===== src/rtl/axis_mux_arb_if.sv =====
// rtl/axis_mux_arb_if.sv - stream bundle between the packet sources/sink and the packet mux
interface axis_mux_arb_if #(
    parameter int NUM_SOURCES = 4,
    parameter int DATA_WIDTH  = 32,
    parameter int TID_WIDTH   = $clog2(NUM_SOURCES)
);
    logic [NUM_SOURCES-1:0]            s_valid;
    logic [NUM_SOURCES-1:0]            s_ready;
    logic [NUM_SOURCES-1:0]            s_last;
    logic [DATA_WIDTH*NUM_SOURCES-1:0] s_data;
    logic                              m_valid;
    logic                              m_ready;
    logic                              m_last;
    logic [DATA_WIDTH-1:0]             m_data;
    logic [TID_WIDTH-1:0]              m_tid;

    modport master (
        output s_valid, s_last, s_data, m_ready,
        input  s_ready, m_valid, m_last, m_data, m_tid
    );

    modport slave (
        input  s_valid, s_last, s_data, m_ready,
        output s_ready, m_valid, m_last, m_data, m_tid
    );
endinterface


===== src/rtl/axis_mux_arb.sv =====
// rtl/axis_mux_arb.sv - N-input packet mux with per-source FIFOs, RR/fixed arbitration and truncation
module axis_mux_arb #(
    parameter int NUM_SOURCES   = 4,
    parameter int DATA_WIDTH    = 32,
    parameter int FIFO_DEPTH    = 8,
    parameter int ARB_MODE      = 0,
    parameter int MAX_PKT_BEATS = 0,
    parameter int TID_WIDTH     = $clog2(NUM_SOURCES)
) (
    input  logic                   clk,
    input  logic                   rst_n,
    input  logic [NUM_SOURCES-1:0] srcEnable,
    axis_mux_arb_if.slave          bus,
    output logic [NUM_SOURCES-1:0] truncStrobe
);
    localparam int PTR_W = $clog2(FIFO_DEPTH);
    localparam int SEL_W = $clog2(NUM_SOURCES);
    localparam int CNT_W = $clog2(MAX_PKT_BEATS + 2);
    localparam logic [CNT_W-1:0] TRUNC_AT = (MAX_PKT_BEATS > 0) ? CNT_W'(MAX_PKT_BEATS - 1) : '0;

    typedef enum logic [1:0] {IDLE, STREAM, DRAIN} state_t;

    logic [DATA_WIDTH:0]    mem_q    [NUM_SOURCES][FIFO_DEPTH];
    logic [PTR_W:0]         wr_ptr_q [NUM_SOURCES];
    logic [PTR_W:0]         rd_ptr_q [NUM_SOURCES];
    logic [DATA_WIDTH:0]    head     [NUM_SOURCES];
    logic [NUM_SOURCES-1:0] full, empty, push, pop, eligible;

    state_t                 state_q, state_d;
    logic [SEL_W-1:0]       grant_q, grant_d, last_grant_q, last_grant_d, win;
    logic [CNT_W-1:0]       cnt_q, cnt_d;
    logic                   found, load;
    logic                   m_valid_q, m_valid_d, m_last_q, m_last_d;
    logic [DATA_WIDTH-1:0]  m_data_q, m_data_d;
    logic [TID_WIDTH-1:0]   m_tid_q, m_tid_d;
    logic [NUM_SOURCES-1:0] trunc_q, trunc_d;

    // Pointers carry one extra wrap bit so full and empty are exact.
    always_comb begin
        for (int i = 0; i < NUM_SOURCES; i++) begin
            full[i]  = (wr_ptr_q[i] ^ rd_ptr_q[i]) == {1'b1, {PTR_W{1'b0}}};
            empty[i] = wr_ptr_q[i] == rd_ptr_q[i];
            head[i]  = mem_q[i][rd_ptr_q[i][PTR_W-1:0]];
        end
    end

    assign bus.s_ready = ~full & {NUM_SOURCES{rst_n}};
    assign push        = bus.s_valid & bus.s_ready;
    assign eligible    = ~empty & srcEnable;
    assign load        = !m_valid_q || bus.m_ready;

    always_ff @(posedge clk) begin
        for (int i = 0; i < NUM_SOURCES; i++) begin
            if (push[i]) begin
                mem_q[i][wr_ptr_q[i][PTR_W-1:0]] <= {bus.s_last[i], bus.s_data[i*DATA_WIDTH +: DATA_WIDTH]};
            end
        end
    end

    always_ff @(posedge clk) begin
        for (int i = 0; i < NUM_SOURCES; i++) begin
            if (!rst_n) begin
                wr_ptr_q[i] <= '0;
                rd_ptr_q[i] <= '0;
            end else begin
                if (push[i]) wr_ptr_q[i] <= wr_ptr_q[i] + 1'b1;
                if (pop[i])  rd_ptr_q[i] <= rd_ptr_q[i] + 1'b1;
            end
        end
    end

    // Round-robin searches upward from the source after the last grant.
    always_comb begin
        int idx;
        found = 1'b0;
        win   = '0;
        idx   = 0;
        for (int k = 0; k < NUM_SOURCES; k++) begin
            idx = (ARB_MODE == 0) ? (int'(last_grant_q) + 1 + k) % NUM_SOURCES : k;
            if (!found && eligible[SEL_W'(idx)]) begin
                found = 1'b1;
                win   = SEL_W'(idx);
            end
        end
    end

    always_ff @(posedge clk) begin
        if (!rst_n) begin
            state_q      <= IDLE;
            grant_q      <= '0;
            last_grant_q <= SEL_W'(NUM_SOURCES - 1);
            cnt_q        <= '0;
            m_valid_q    <= 1'b0;
            m_last_q     <= 1'b0;
            m_data_q     <= '0;
            m_tid_q      <= '0;
            trunc_q      <= '0;
        end else begin
            state_q      <= state_d;
            grant_q      <= grant_d;
            last_grant_q <= last_grant_d;
            cnt_q        <= cnt_d;
            m_valid_q    <= m_valid_d;
            m_last_q     <= m_last_d;
            m_data_q     <= m_data_d;
            m_tid_q      <= m_tid_d;
            trunc_q      <= trunc_d;
        end
    end

    always_comb begin
        state_d      = state_q;
        grant_d      = grant_q;
        last_grant_d = last_grant_q;
        cnt_d        = cnt_q;
        m_valid_d    = m_valid_q;
        m_last_d     = m_last_q;
        m_data_d     = m_data_q;
        m_tid_d      = m_tid_q;
        trunc_d      = '0;
        pop          = '0;
        if (load) begin
            m_valid_d = 1'b0;
            m_last_d  = 1'b0;
        end
        case (state_q)
            IDLE: begin
                if (found) begin
                    grant_d      = win;
                    last_grant_d = win;
                    cnt_d        = '0;
                    state_d      = STREAM;
                end
            end
            STREAM: begin
                if (load && !empty[grant_q]) begin
                    pop[grant_q] = 1'b1;
                    m_valid_d    = 1'b1;
                    m_data_d     = head[grant_q][DATA_WIDTH-1:0];
                    m_tid_d      = TID_WIDTH'(grant_q);
                    if (cnt_q != '1) cnt_d = cnt_q + 1'b1;
                    if (head[grant_q][DATA_WIDTH]) begin
                        m_last_d = 1'b1;
                        state_d  = IDLE;
                    end else if (MAX_PKT_BEATS > 0 && cnt_q == TRUNC_AT) begin
                        m_last_d         = 1'b1;
                        trunc_d[grant_q] = 1'b1;
                        state_d          = DRAIN;
                    end
                end
            end
            DRAIN: begin
                if (!empty[grant_q]) begin
                    pop[grant_q] = 1'b1;
                    if (head[grant_q][DATA_WIDTH]) state_d = IDLE;
                end
            end
            default: state_d = IDLE;
        endcase
    end

    assign bus.m_valid = m_valid_q;
    assign bus.m_last  = m_last_q;
    assign bus.m_data  = m_data_q;
    assign bus.m_tid   = m_tid_q;
    assign truncStrobe = trunc_q;
endmodule


===== src/flat_wrapper.sv =====
// flat-port wrapper written by rule: the top's interface ports become plain ports
module axis_mux_arb_flat 
#(
    parameter int NUM_SOURCES   = 4,
    parameter int DATA_WIDTH    = 32,
    parameter int FIFO_DEPTH    = 8,
    parameter int ARB_MODE      = 0,
    parameter int MAX_PKT_BEATS = 0,
    parameter int TID_WIDTH     = $clog2(NUM_SOURCES)
)
  (clk, rst_n, srcEnable, truncStrobe, bus_s_valid, bus_s_last, bus_s_data, bus_m_ready, bus_s_ready, bus_m_valid, bus_m_last, bus_m_data, bus_m_tid);
  axis_mux_arb_if #(.NUM_SOURCES(NUM_SOURCES), .DATA_WIDTH(DATA_WIDTH), .TID_WIDTH(TID_WIDTH)) bus_i ();
  input  logic clk;
  input  logic rst_n;
  input  logic [NUM_SOURCES-1:0] srcEnable;
  output logic [NUM_SOURCES-1:0] truncStrobe;
  input wire logic [$bits(bus_i.s_valid)-1:0] bus_s_valid;
  input wire logic [$bits(bus_i.s_last)-1:0] bus_s_last;
  input wire logic [$bits(bus_i.s_data)-1:0] bus_s_data;
  input wire logic [$bits(bus_i.m_ready)-1:0] bus_m_ready;
  output wire logic [$bits(bus_i.s_ready)-1:0] bus_s_ready;
  output wire logic [$bits(bus_i.m_valid)-1:0] bus_m_valid;
  output wire logic [$bits(bus_i.m_last)-1:0] bus_m_last;
  output wire logic [$bits(bus_i.m_data)-1:0] bus_m_data;
  output wire logic [$bits(bus_i.m_tid)-1:0] bus_m_tid;
  assign bus_i.s_valid = bus_s_valid;
  assign bus_i.s_last = bus_s_last;
  assign bus_i.s_data = bus_s_data;
  assign bus_i.m_ready = bus_m_ready;
  assign bus_s_ready = bus_i.s_ready;
  assign bus_m_valid = bus_i.m_valid;
  assign bus_m_last = bus_i.m_last;
  assign bus_m_data = bus_i.m_data;
  assign bus_m_tid = bus_i.m_tid;
  axis_mux_arb #(.NUM_SOURCES(NUM_SOURCES), .DATA_WIDTH(DATA_WIDTH), .FIFO_DEPTH(FIFO_DEPTH), .ARB_MODE(ARB_MODE), .MAX_PKT_BEATS(MAX_PKT_BEATS), .TID_WIDTH(TID_WIDTH)) u_core (.clk(clk), .rst_n(rst_n), .srcEnable(srcEnable), .bus(bus_i), .truncStrobe(truncStrobe));
endmodule

===== config.mk =====
export PLATFORM = sky130hd
export DESIGN_NAME = axis_mux_arb_flat
export DESIGN_NICKNAME = d
export VERILOG_FILES = /design/src/rtl/axis_mux_arb_if.sv /design/src/rtl/axis_mux_arb.sv /design/src/flat_wrapper.sv
export SDC_FILE = /design/constraint.sdc
export NUM_CORES = 1
export LEC_CHECK = 0
export ABC_AREA = 0
export CAP_MARGIN = 20
export CORE_UTILIZATION = 30
export DETAILED_ROUTE_END_ITERATION = 7
export PLACE_DENSITY = 0.45
export SLEW_MARGIN = 20
export SYNTH_ARGS = -nofsm -noshare
export SYNTH_HDL_FRONTEND = slang
export SYNTH_SLANG_ARGS = --single-unit

===== constraint.sdc =====
create_clock -name clk -period 5.2 [get_ports clk]
set_input_delay 1.04 -clock clk [delete_from_list [all_inputs] [get_ports clk]]
set_output_delay 1.04 -clock clk [all_outputs]
set_load 0.05 [all_outputs]

======== Word level (Yosys, flattened, before mapping) ========
Memory sizes are Yosys's and may differ from the RTL's.
Index checks and enable logic that the tools add are counted.
W data, S select, Z words.
cells by class
  $add $sub $neg .......................... 12
  $lt $le $gt $ge ......................... 19
  equal/unequal tests ..................... 13
  muxes and demuxes ....................... 99
  bitwise logic cells ..................... 26
  reduce and logical (&&, ||, !) cells .... 19
operator list
  cell                   count
  $mux W264              4
  $mux W33               14
  $bmux W33 S3           4
  $demux W33 S3          4
  $bmux W33 S2           1
  $mux W1                46
  $mux W4                10
  $add A4 B1 Y4 const B  8
  $ge A4 B4 Y1 const B   8
  $not A3 Y4             8
  $eq A4 B4 Y1           4
  $eq A4 B4 Y1 const B   4
  $lt A2 B4 Y1 const B   4
  $lt A4 B1 Y1 const B   4
  $mux W2                8
  $xor A4 B4 Y4          4
  $and A4 B4 Y4          3
  $bmux W1 S2            5
  $logic_and A1 B1 Y1    9
  $not A4 Y4             2
  $or A1 B1 Y1           8
  $pmux W4 S2            1
  $pmux W2 S3            1
  $logic_not A1 Y1       5
  other kinds (15)       19
storage, ports and cells
  register bits ........................... 42
  bits in writable memories ............... 1088
  input port bits ......................... 143
  output and inout port bits .............. 44
  logic and storage cells ................. 198
  memories ................................ 3
memories
  memory           words  bits a word  rd ports  clocked after Yosys merged registers in  wr ports  line                text
  u_core.mem_q     4      264          4         0                                        4         axis_mux_arb.sv:23  logic [DATA_WIDTH:0] mem_q [NUM_SOURCES][FIFO_DEPTH];
  u_core.rd_ptr_q  4      4            4         0                                        4         axis_mux_arb.sv:25  logic [PTR_W:0] rd_ptr_q [NUM_SOURCES];
  u_core.wr_ptr_q  4      4            4         0                                        4         axis_mux_arb.sv:24  logic [PTR_W:0] wr_ptr_q [NUM_SOURCES];

======== Depth between registers and ports, before layout ========
Gate-level depths: netlist of the first run.
An unclocked memory read counts as a cell.
  word-level depth ........................ 19
  gate-level depth with buffers ........... 9
  gate-level depth less buffers ........... 5

======== Worst setup path before layout of the first run ========
OpenSTA, ideal clock, no wires.
  path kind ............................... input to register
  start ................................... input port rst_n
  end ..................................... memory u_core.mem_q[0][231] (netlist name), enable pin
  library setup time ...................... 0.507 ns
  arrival time ............................ 5.525 ns
  required time ........................... 4.693 ns
  slack ................................... -0.832 ns
  stages on the path ...................... 4
  buffers on the path ..................... 0
  cell sequence ........................... inv_1 > a21oi_1 > nand2_1 > nor4_1
RTL lines
  item             line                text
  start, declared  flat_wrapper.sv:14  input logic rst_n;
  end, declared    axis_mux_arb.sv:23

==> results.toml, run 1 <==
[status]
outcome = "complete, no violations"

[synthesis]
syn_inst = 2483
synth.avg_cell_area_um2 = 17.62
synth_top_cell_area_share_pct = 74.69
yosysWarnings = 0
yosys_register_bits = 1129
synth_adder_area_share_pct = 0.2288
muxShareOfSynthArea_pct = 12.90
synthTopCellsByArea = "edfxtp_1 75%, mux2i_1 13%, o22ai_1 3.7%"
yosys-top-cells-count = "1088 x edfxtp_1, 557 x mux2i_1, 257 x o22ai_1, 89 x clkbuf_1, 56 x or4_1"
synth_flop_cell = "edfxtp_1"
synth_cell_types = 50
yosysTopAreaCell = "edfxtp_1"
synthArstFlopShare_pct = 0
synth_simple_gate_area_share_pct = 3.418
seq_area_frac_synth_pct = 76.56
synth.most_common_cell = "edfxtp_1"
netlist_area_mm2 = 0.04374
synth-compound-area-share_pct = 4.608
synth_xor_area_share_pct = 0.6607
synth_top_family_by_area = "multiplexers"
synth-edff-count = 1088

[worst_setup_path]
critPathMaxStageDelay_ns = 0.90
required_ns = 4.16
path_max_fanout = 9
cpMaxStageDelayCell = "clkdlybuf4s50_1"
path_cells = "xor2_1, nor3_1, a21oi_1, clkdlybuf4s50_1"
setup.worst_path.start_class = "flip-flop"
cp_num_buf_inv = 1
crit_arrival_ns = 3.07
endpoint_kind = "primary output"
path_class = "reg2out"
critPathTopFamily = "buffers and inverters"

[placement]
gp_congestion = 0.8081
hpwl_um = 89000
port_buffers = 182
dpl_cell_area_mm2 = 0.04825
dpl_worst_slack_ns = 1.233

[final_layout]
final_core_util_pct = 36.25
syn_to_final_growth_pct = 19.46
n_fill_cell = 13380
stdcell_area_mm2 = 0.05226
drive_above_1_share_pct = 11.32
nNetsFinal = 2867

[timing]
fmax_ghz = 0.2434
hold_viol_final = 0
tightest_slew_ns = 1.113
rsz0062_at_grt = "no"
timing.final.crit_period_ns = 4.109
finalSetupTns_ns = 0
drv_slew = 0
finalWorstSetupSlack_ns = 1.091
setup_viol = 0
clock_skew_ns = 0.03640
slew_headroom_pct = 25.02
finalCritPeriodShare_pct = 79.02

[clock_network]
root_buffer = "clkbuf_16"
cts_tree = "done"
postCtsSetupRepairBufs = 0
cts_buffers = 116
path_clk_slew_ns = 0.06
cts.path.max_buffers = 3
clk_latency_ns = 0.76
cts_resized = 0
cts-htree-levels = 3
clock_sinks = 1129
holdBufCountCts = 0

[global_routing]
gr-total-overflow = 0
grt_first_pass_wirelength_um = 188300
grt.total_usage_pct = 18.38
grt_pass1_vias = 24030
antenna_found_initial = 14
grt_start_max_net_pins = 104

[floorplanning]
core.rowCount = 139
die_h_um = 383.9
core_area_mm2 = 0.1442
die_area_mm2 = 0.1473
start_util_pct = 30.34
io_pins = 187
fp.dieW_um = 383.9

[routing]
drt_iter0_markers = 2133
ant_nets = 0
drc = 0
num_vias = 23870
wl_per_cell_um = 29.04
vias_per_cell = 5.056
first_pass_iters = 5
wirelength_um = 137100

[power]
irDropWorstVdd_mv = 0.2744
total_power_w = 0.02159
p_per_area_mw_per_mm2 = 413.1
p_leak_nw = 17.15

[job]
maxCapViolCount = 0

[hold_path]
hold_class = "reg2reg"
==> report_power, final <==
group / switching (W) / internal [W] / total (W)
clock: 0.00357 / 0.00513 / 0.00870
combinational: 0.00159 / 0.000859 / 0.00245
sequential: 0.000198 / 0.0102 / 0.0104
total: 0.00536 / 0.0162 / 0.0216
==> final cells by class <==
class	count	area, um2	area share [%]
multi-input cells	1197	9828	18.81
clock buffers	148	3154	6.036
flip-flops and latches	1129	33490	64.09
clock inverters	71	848.3	1.623
inverters	5	18.77	0.03591
diodes	1	2.502	0.004789
well taps	1903	2381	4.556
repair buffers	267	2532	4.846
==> worst paths after layout <==
path                         startpoint                   end  slack [ns]  cells after the start
setup reg to reg      u_core.grant_q[0]  u_core.bus.m_data[0]        1.55                      6
hold / removal     u_core.bus.m_data[8]  u_core.bus.m_data[8]        0.47                      2
hold reg to reg    u_core.bus.m_data[8]  u_core.bus.m_data[8]        0.47                      2
setup / recovery  u_core.wr_ptr_q[1][0]        bus_s_ready[1]        1.09                      4
==> tightest hold or removal path, cell delays in order (launching register included) <==
cell,delay [ns]
dfxtp_1,0.31
nand2_1,0.05
mux2i_1,0.06
==> registers in the layout, summed over array words and instances, names as in the netlist <==
| signal | cells |
|---|---|
| u_core.rd_ptr_q | 16 |
| u_core.bus.m_last | 1 |
| u_core.wr_ptr_q | 16 |
| u_core.grant_q | 2 |
| u_core.state_q | 1 |
| u_core.bus.m_tid | 2 |
| u_core.last_grant_q | 2 |
| u_core.bus.m_valid | 1 |
| u_core.bus.m_data | 32 |
| u_core.mem_q | 1056 |
==> placed cells by master (no fill, tap or decap), drive strengths merged, types with 2 or more instances in the layout <==
master	n
nor4	25
nand3	17
nand4b	4
o22ai	257
conb	4
o21ai	34
bufinv	17
a21oi	11
mux2	6
clkinv	44
nand4	4
and2	5
or4b	4
inv	8
nor3	27
nor2	50
clkdlybuf4s50	181
mux2i	557
nand2	52
xnor2	13
o41a	3
clkbuf	148
ha	8
dfxtp	41
clkinvlp	7
or4	56
nand2b	10
buf	86
nand4bb	6
and3	5
o41ai	3
a221oi	2
xor2	20
edfxtp	1088
==> logic make-up (layout without fill, tap and decap cells) <==
| family | after synthesis | count (layout) |
|---|---|---|
| and+or+nand+nor | 268 | 268 |
| xor gates and xnor gates | 33 | 33 |
| AOI/OAI and AO/OA | 321 | 321 |
| buffers and inverters | 160 | 491 |
| DFF | 1129 | 1129 |
| adders and majority gates | 8 | 8 |
| muxes | 563 | 563 |
| other | 1 | 5 |
==> through the flow <==
stage,std cells,hold slack [ns]
final,4721,0.4668
after global routing,4720,0.4842
after CTS,4720,0.4694
after detailed placement,4501,0.4549
after global placement,4501,0.4534
after floorplan,2486,0.5170
==> routing by layer <==
layer  wire (um)  global-route usage (%)  up-vias  share of wire, %
met4        3626                   4.869        8               2.6
met2       68360                   31.73      786                50
met3        7329                   3.286      183               5.3
li1            -                       -    10470                 -
met1       57730                   23.62    12430                42
met5          52                       0        -             0.038
Note: power is estimated with default switching activity, not from simulation.
==> run 2: changes to the inputs <==
==> constraint.sdc (replaced) <==
create_clock -name clk -period 3.3 [get_ports clk]
set_input_delay 0.66 -clock clk [delete_from_list [all_inputs] [get_ports clk]]
set_output_delay 0.66 -clock clk [all_outputs]
set_load 0.05 [all_outputs]
==> results.toml, run 2 (synthesis results as in run 1) <==
[timing]
finalCritPeriodShare_pct = 93.07
finalSetupTns_ns = 0
tightest_slew_ns = 0.9436
drv_slew = 0
timing.final.crit_period_ns = 3.071
fmax_ghz = 0.3256
setup_viol = 0
rsz0062_at_grt = "no"
finalWorstSetupSlack_ns = 0.2288
hold_viol_final = 0
slew_headroom_pct = 36.27
clock_skew_ns = 0.03981

[routing]
num_vias = 23960
first_pass_iters = 6
topRoutingLayerUsed = "met5"
vias_per_cell = 5.032
drt_iter0_markers = 1825
drc = 0
wl_per_cell_um = 29.35
ant_nets = 0
wl_met3_um = 7896
drt-met1-wl_um = 57650
wirelength_um = 139800
dr_wl_met2_um = 70030

[final_layout]
syn_to_final_growth_pct = 21.31
final_cell_mix = "1088 x edfxtp_1, 557 x mux2i_1, 257 x o22ai_1"
nNetsFinal = 2906
stdcell_area_mm2 = 0.05307
largest_register_ffs = 1056
drive_above_1_share_pct = 12.22
final_common_cell = "edfxtp_1"

[worst_setup_path]
cp_num_buf_inv = 1
required_ns = 2.64
path_cells = "xnor2_1, nand3_1, o21a_1, dlygate4sd2_1"
crit_arrival_ns = 2.41
critPathTopFamily = "flip-flops"
path_class = "reg2out"
critPathMaxStageDelay_ns = 0.56
path_max_fanout = 8
endpoint_kind = "primary output"
cpMaxStageDelayCell = "edfxtp_1"
setup.worst_path.start_class = "flip-flop"

[floorplanning]
io_pins = 187
start_util_pct = 30.34
core_area_mm2 = 0.1442
fp.dieW_um = 383.9
die_area_mm2 = 0.1473
core.rowCount = 139
die_h_um = 383.9

[clock_network]
cts-htree-levels = 3
cts.path.max_buffers = 3
root_buffer = "clkbuf_16"
cts_tree = "done"
holdBufCountCts = 0
clk_latency_ns = 0.72
cts_buffers = 117
path_clk_slew_ns = 0.06
clock_sinks = 1129

[placement]
dpl_cell_area_mm2 = 0.04927
gp_congestion = 0.8733
hpwl_um = 91140
dpl_worst_slack_ns = 0.3766
port_buffers = 182

[job]
maxCapViolCount = 0

[power]
p_per_area_mw_per_mm2 = 631.8
p_leak_nw = 17.45
p_sw_w = 0.008378
total_power_w = 0.03353
clkPwrFrac_pct = 39.0
p_int_w = 0.02515
pwr-share-seq_pct = 49.2
p_comb_share_pct = 11.8
swShare_pct = 24.99
irDropWorstVdd_mv = 0.4020

[global_routing]
grt.total_usage_pct = 18.71
grt_first_pass_wirelength_um = 190800
grt_start_max_net_pins = 58
gr-total-overflow = 0
antenna_found_initial = 22
grt_pass1_vias = 24120

[status]
outcome = "complete, no violations"

[hold_path]
hold_class = "in2reg"
==> run 2: cell count changes in the layout (fill, tap and decap cells not counted), sizes merged <==
cell | before | now
buf | 86 | 127
clkinv | 44 | 51
bufinv | 17 | 11
clkdlybuf4s50 | 181 | 177
diode | 1 | 4
dlygate4sd2 | 0 | 1
inv | 8 | 7
==> run 2: power groups by stage <==
stage | logic (W) | registers [W] | clock network (W)
6_report | 0.00396 | 0.0165 | 0.0131
5_1_grt | 0.00417 | 0.0165 | 0.0139
4_1_cts | 0.00398 | 0.0165 | 0.0133
3_5_place_dp | 0.00397 | 0.0168 | 0
3_3_place_gp | 0.00394 | 0.0168 | 0
2_1_floorplan | 0.00199 | 0.0169 | 0
==> run 2: final timing paths <==
check | from | end | slack, ns | depth (start not counted)
worst max-delay path | u_core.wr_ptr_q[3][1] | bus_s_ready[3] | 0.23 | 4
worst max register to register | u_core.wr_ptr_q[2][1] | u_core.bus.m_data[19] | 0.43 | 6
worst min-delay path | rst_n | u_core.wr_ptr_q[3][3] | 0.41 | 2
worst min register to register | u_core.bus.m_tid[0] | u_core.bus.m_tid[0] | 0.48 | 2
==> run 2: area by class of cell <==
type	count	area [um2]
diodes	4	10.01
clock inverters	71	651.9
fillers	13260	91110
repair buffers	305	3422
multi-input cells	1197	9955
clock buffers	148	3137
inverters	5	18.77
flip-flops and latches	1129	33490
well taps	1903	2381
==> run 2: routing by layer <==
| layer | GRT usage (%) | vias to the layer above |
|---|---|---|
| met3 | 3.453 | 226 |
| met5 | 0 | - |
| met1 | 23.53 | 12350 |
| met2 | 32.78 | 810 |
| met4 | 5.076 | 18 |
| li1 | - | 10560 |
==> run 2: metrics by stage <==
step	hold slack (ns)	utilization, %	cells
after floorplan	0.5170	-	2486
after global placement	0.4493	34.17	4539
after detailed placement	0.4661	34.17	4539
after CTS	0.3582	36.80	4758
after global routing	0.3882	36.80	4758
final	0.4138	36.81	4762
==> run 2: worst register-to-register path, delay by kind of cell, from the launching register on <==
kind,cells,cell delay (ns)
flops,1,0.56
buf+inv,1,0.48
xor+xnor,1,0.24
mux,2,0.73
compound gates,1,0.23
simple gates,1,0.55
==> run 2: repair_timing <==
item,4_1_cts,5_1_grt
resized for setup,1,0
setup buffers,0,0
endpoints found under the setup margin,1,0
==> run 3: changes to the inputs <==
--- a/config.mk
+++ b/config.mk
@@ -7,7 +7,8 @@
 export LEC_CHECK = 0
 export ABC_AREA = 0
 export CAP_MARGIN = 20
-export CORE_UTILIZATION = 30
+export CORE_MARGIN = 1
+export CORE_UTILIZATION = 32
 export DETAILED_ROUTE_END_ITERATION = 7
 export PLACE_DENSITY = 0.45
 export SLEW_MARGIN = 20
==> results.toml, run 3 (synthesis results as in run 1) <==
[clock_network]
cts_tree = "done"
cts.path.max_buffers = 3
cts_buffers = 119
root_buffer = "clkbuf_16"
path_clk_slew_ns = 0.07
clock_sinks = 1129
cts-htree-levels = 3
clk_latency_ns = 0.73
postCtsSetupRepairBufs = 0

[timing]
drv_slew = 0
finalWorstSetupSlack_ns = 0.1177
finalSetupTns_ns = 0
setup_viol = 0
fmax_ghz = 0.3142
rsz0062_at_grt = "no"
clock_skew_ns = 0.02158
timing.final.crit_period_ns = 3.182
finalCritPeriodShare_pct = 96.43
tightest_slew_ns = 1.022
hold_viol_final = 0
slew_headroom_pct = 30.98

[worst_setup_path]
cpMaxStageDelayCell = "o41a_2"
cp_num_buf_inv = 1
critPathMaxStageDelay_ns = 0.56
path_max_fanout = 8
required_ns = 2.64
path_class = "reg2out"
crit_arrival_ns = 2.52
endpoint_kind = "primary output"
setup.worst_path.start_class = "flip-flop"
critPathTopFamily = "compound AO/OA/AOI/OAI gates"
path_cells = "xor2_1, o41a_2, dlygate4sd2_1"

[routing]
first_pass_iters = 6
wl_per_cell_um = 29.04
drt_iter0_markers = 1766
drc = 0
num_vias = 23610
vias_per_cell = 5.092
ant_nets = 0
wirelength_um = 134600

[floorplanning]
die_h_um = 371.7
io_pins = 187
core.rowCount = 135
core_area_mm2 = 0.1355
start_util_pct = 32.29
die_area_mm2 = 0.1382
fp.dieW_um = 371.7

[final_layout]
final_common_cell = "edfxtp_1"
n_fill_cell = 12320
drive_above_1_share_pct = 12.38
final_cell_mix = "1088 x edfxtp_1, 557 x mux2i_1, 257 x o22ai_1"
syn_to_final_growth_pct = 21.03
multiInputGateArea_mm2 = 0.009955
final-seq-area_mm2 = 0.03349
nNetsFinal = 2909
largest_register_ffs = 1056

[job]
maxCapViolCount = 0

[global_routing]
antenna_found_initial = 23
grt_pass1_vias = 24290
gr-total-overflow = 0
grt_start_max_net_pins = 80
grt.total_usage_pct = 19.50
grt_first_pass_wirelength_um = 186800

[power]
p_per_area_mw_per_mm2 = 637.3
p_leak_nw = 17.49
irDropWorstVdd_mv = 0.4019

[placement]
port_buffers = 182
hpwl_um = 89620
dpl_worst_slack_ns = 0.4290
gp_congestion = 0.8604

[status]
outcome = "complete, no violations"

[hold_path]
hold_class = "in2reg"
[run 3: power by group]
part	total [W]	leakage (nW)	switching, W	internal (W)
clock network	0.0133	1.89	0.00544	0.00790
logic	0.00393	5.39	0.00248	0.00146
registers	0.0165	10.2	0.000324	0.0161
total	0.0337	17.5	0.00824	0.0255
[run 3: path summary, 6_finish.rpt]
| path | slack (ns) | from | endpoint | cells past startpoint |
|---|---|---|---|---|
| max | 0.12 | u_core.wr_ptr_q[2][1] | bus_s_ready[2] | 3 |
| min | 0.27 | rst_n | u_core.last_grant_q[0] | 2 |
| max reg2reg | 0.28 | u_core.grant_q[0] | u_core.bus.m_data[25] | 6 |
| min reg2reg | 0.46 | u_core.bus.m_tid[1] | u_core.bus.m_tid[1] | 2 |
[run 3: layout make-up]
class | instances | share of cell area [%]
sequential | 1129 | 63.26
inverter | 5 | 0.03545
multi-input combinational | 1197 | 18.80
timing repair buffer | 306 | 6.336
antenna | 4 | 0.01891
clock buffer | 151 | 5.984
tap | 1781 | 4.209
clock inverter | 64 | 1.352
[run 3: worst register-to-register path: cells and delay by family, from the launching register on]
family | cells | cell delay [ns]
flip-flops | 1 | 0.66
multiplexers | 1 | 0.15
AND/OR/NAND/NOR | 2 | 0.95
buffers and inverters | 1 | 0.29
AO/OA/AOI/OAI | 2 | 0.89
[run 3: per-layer routing]
layer  wire [um]  GRT usage [%]  up-vias
met5         111              0        -
met4        4269          5.880       18
met3        6521          3.634      242
met2       67630          33.93      694
met1       56120          24.49    12100
li1            -              -    10560
[run 3: what timing repair did]
item,in CTS,in global routing
setup endpoints to repair,1,0
resized for setup,1,0
hold buffers,0,0
[run 3: per-stage QoR]
step / instance area [um2] / instances / total power (W) / util, % / hold WS [ns]
finish: 52940 / 4637 / 0.03374 / 39.08 / 0.2658
CTS: 52930 / 4633 / 0.03408 / 39.07 / 0.1931
detailed placement: 49050 / 4418 / 0.02071 / 36.21 / 0.4511
floorplan: 44010 / 2486 / 0.01893 / - / 0.5170
global placement: 49050 / 4418 / 0.02066 / 36.21 / 0.4468
global route: 52930 / 4634 / 0.03486 / 39.08 / 0.2119
==> RTL edit: new RTL, flow settings as in run 3 <==
`ARB_MODE` is set to 0 in 2 places; all go to 1.
--- a/src/rtl/axis_mux_arb.sv
+++ b/src/rtl/axis_mux_arb.sv
@@ -4,5 +4,5 @@
     parameter int DATA_WIDTH    = 32,
     parameter int FIFO_DEPTH    = 8,
-    parameter int ARB_MODE      = 0,
+    parameter int ARB_MODE      = 1,
     parameter int MAX_PKT_BEATS = 0,
     parameter int TID_WIDTH     = $clog2(NUM_SOURCES)
--- a/src/flat_wrapper.sv
+++ b/src/flat_wrapper.sv
@@ -5,5 +5,5 @@
     parameter int DATA_WIDTH    = 32,
     parameter int FIFO_DEPTH    = 8,
-    parameter int ARB_MODE      = 0,
+    parameter int ARB_MODE      = 1,
     parameter int MAX_PKT_BEATS = 0,
     parameter int TID_WIDTH     = $clog2(NUM_SOURCES)
Function: not settled (the Yosys comparison gave no result); the edit may change what the design does.
==> RTL edit against run 3 <==
  * Via count fell by 51%
  * Power down 47%
  * Largest cell class unchanged
  * Synthesized area shrank 48%
  * Cell area decreased by 48%
  * Wire length fell by 60%
  * Worst hold slack improved by 0.20 ns
  * Worst setup slack improved by 0.45 ns
  * Sequential cell count down 540
  * First-iteration DRC count shrank 59%
==> RTL edit: results (changes against run 3) <==
wire_per_inst_um: 23.1  # -20%
crit_fanout: 9  # +1
r2r_end: "u_core.mem_q[1][210]"
place_inst: 2232  # -49%
cts_resized: 0  # -1
crit_path_start: "u_core.rd_ptr_q[0][4]"
portBuffers: 113  # -38%
cp_top_family: "flip-flops"
min_path_type: "reg -> reg"
crit_path_end: "bus_s_ready[1]"
fin_skew_ns: 0.0235  # +0.00192 ns
leakage_nw: 8.66  # -50%
place_hpwl_um: 31400  # -65%
grt_util_met3: 0.0363  # -0.0000822
hold_slack_ns: 0.464  # +0.198 ns
antenna_found_initial: 4  # -83%
grt_max_degree: 108  # +35%
ff_latch_area_um2: 17300  # -48%
synth_compound_area_frac: 0.0550  # +0.00890
synthTopCellsByArea: "edfxtp_1 73%, mux2i_1 6.3%, mux4_2 5.7%"
cpPeakStageDelay_ns: 0.60  # +0.04 ns
globalRouteTotalUtil: 0.154  # -0.0409
muxShareOfSynthArea: 0.124  # -0.00484
status: "finished clean"
slew_headroom: 0.351  # +0.0417
final_layout_size_suffix_gt1_frac: 0.154  # +0.0298
ys_seq_area_frac: 0.762  # -0.00398
cpMaxStageDelayCell: "edfxtp_1"
hp-start: "u_core.bus.m_last"
synth_edf_count: 552  # -49%
largest_reg_flops: 528  # -50%
-- RTL edit: changes by cell type after synthesis, sizes merged, moves of 23 or more --
cell / before / now
clkbuf: 89 / 27
a31oi: 0 / 36
o21ai: 34 / 1
mux2i: 557 / 144
nor4: 25 / 2
o22ai: 257 / 0
mux4: 0 / 60
edfxtp: 1088 / 552
a22oi: 0 / 74
o211ai: 1 / 56
or4: 56 / 0
-- RTL edit: layout make-up --
cell class              instances  area share
inverters                       8     0.00109
repair buffers                156      0.0647
clock buffers                 101      0.0678
clock inverters                20     0.00854
well taps                     940      0.0427
flip-flops and latches        589       0.629
multi-input cells             539       0.186
-- RTL edit: routing by layer --
metal  vias up  wire [µm]
li1       5209          -
met1      5944      25000
met2       229      25900
met3        76       2500
met4         6        969
met5         -         32
-- RTL edit: cells by family after synthesis --
kind of cell | Yosys count
XOR/XNOR | 20
other | 1
AO/OA/AOI/OAI | 171
adder cells (fa/ha/maj) | 8
multiplexers | 206
flip-flops | 589
buffers and inverters | 87
AND/OR/NAND/NOR | 129
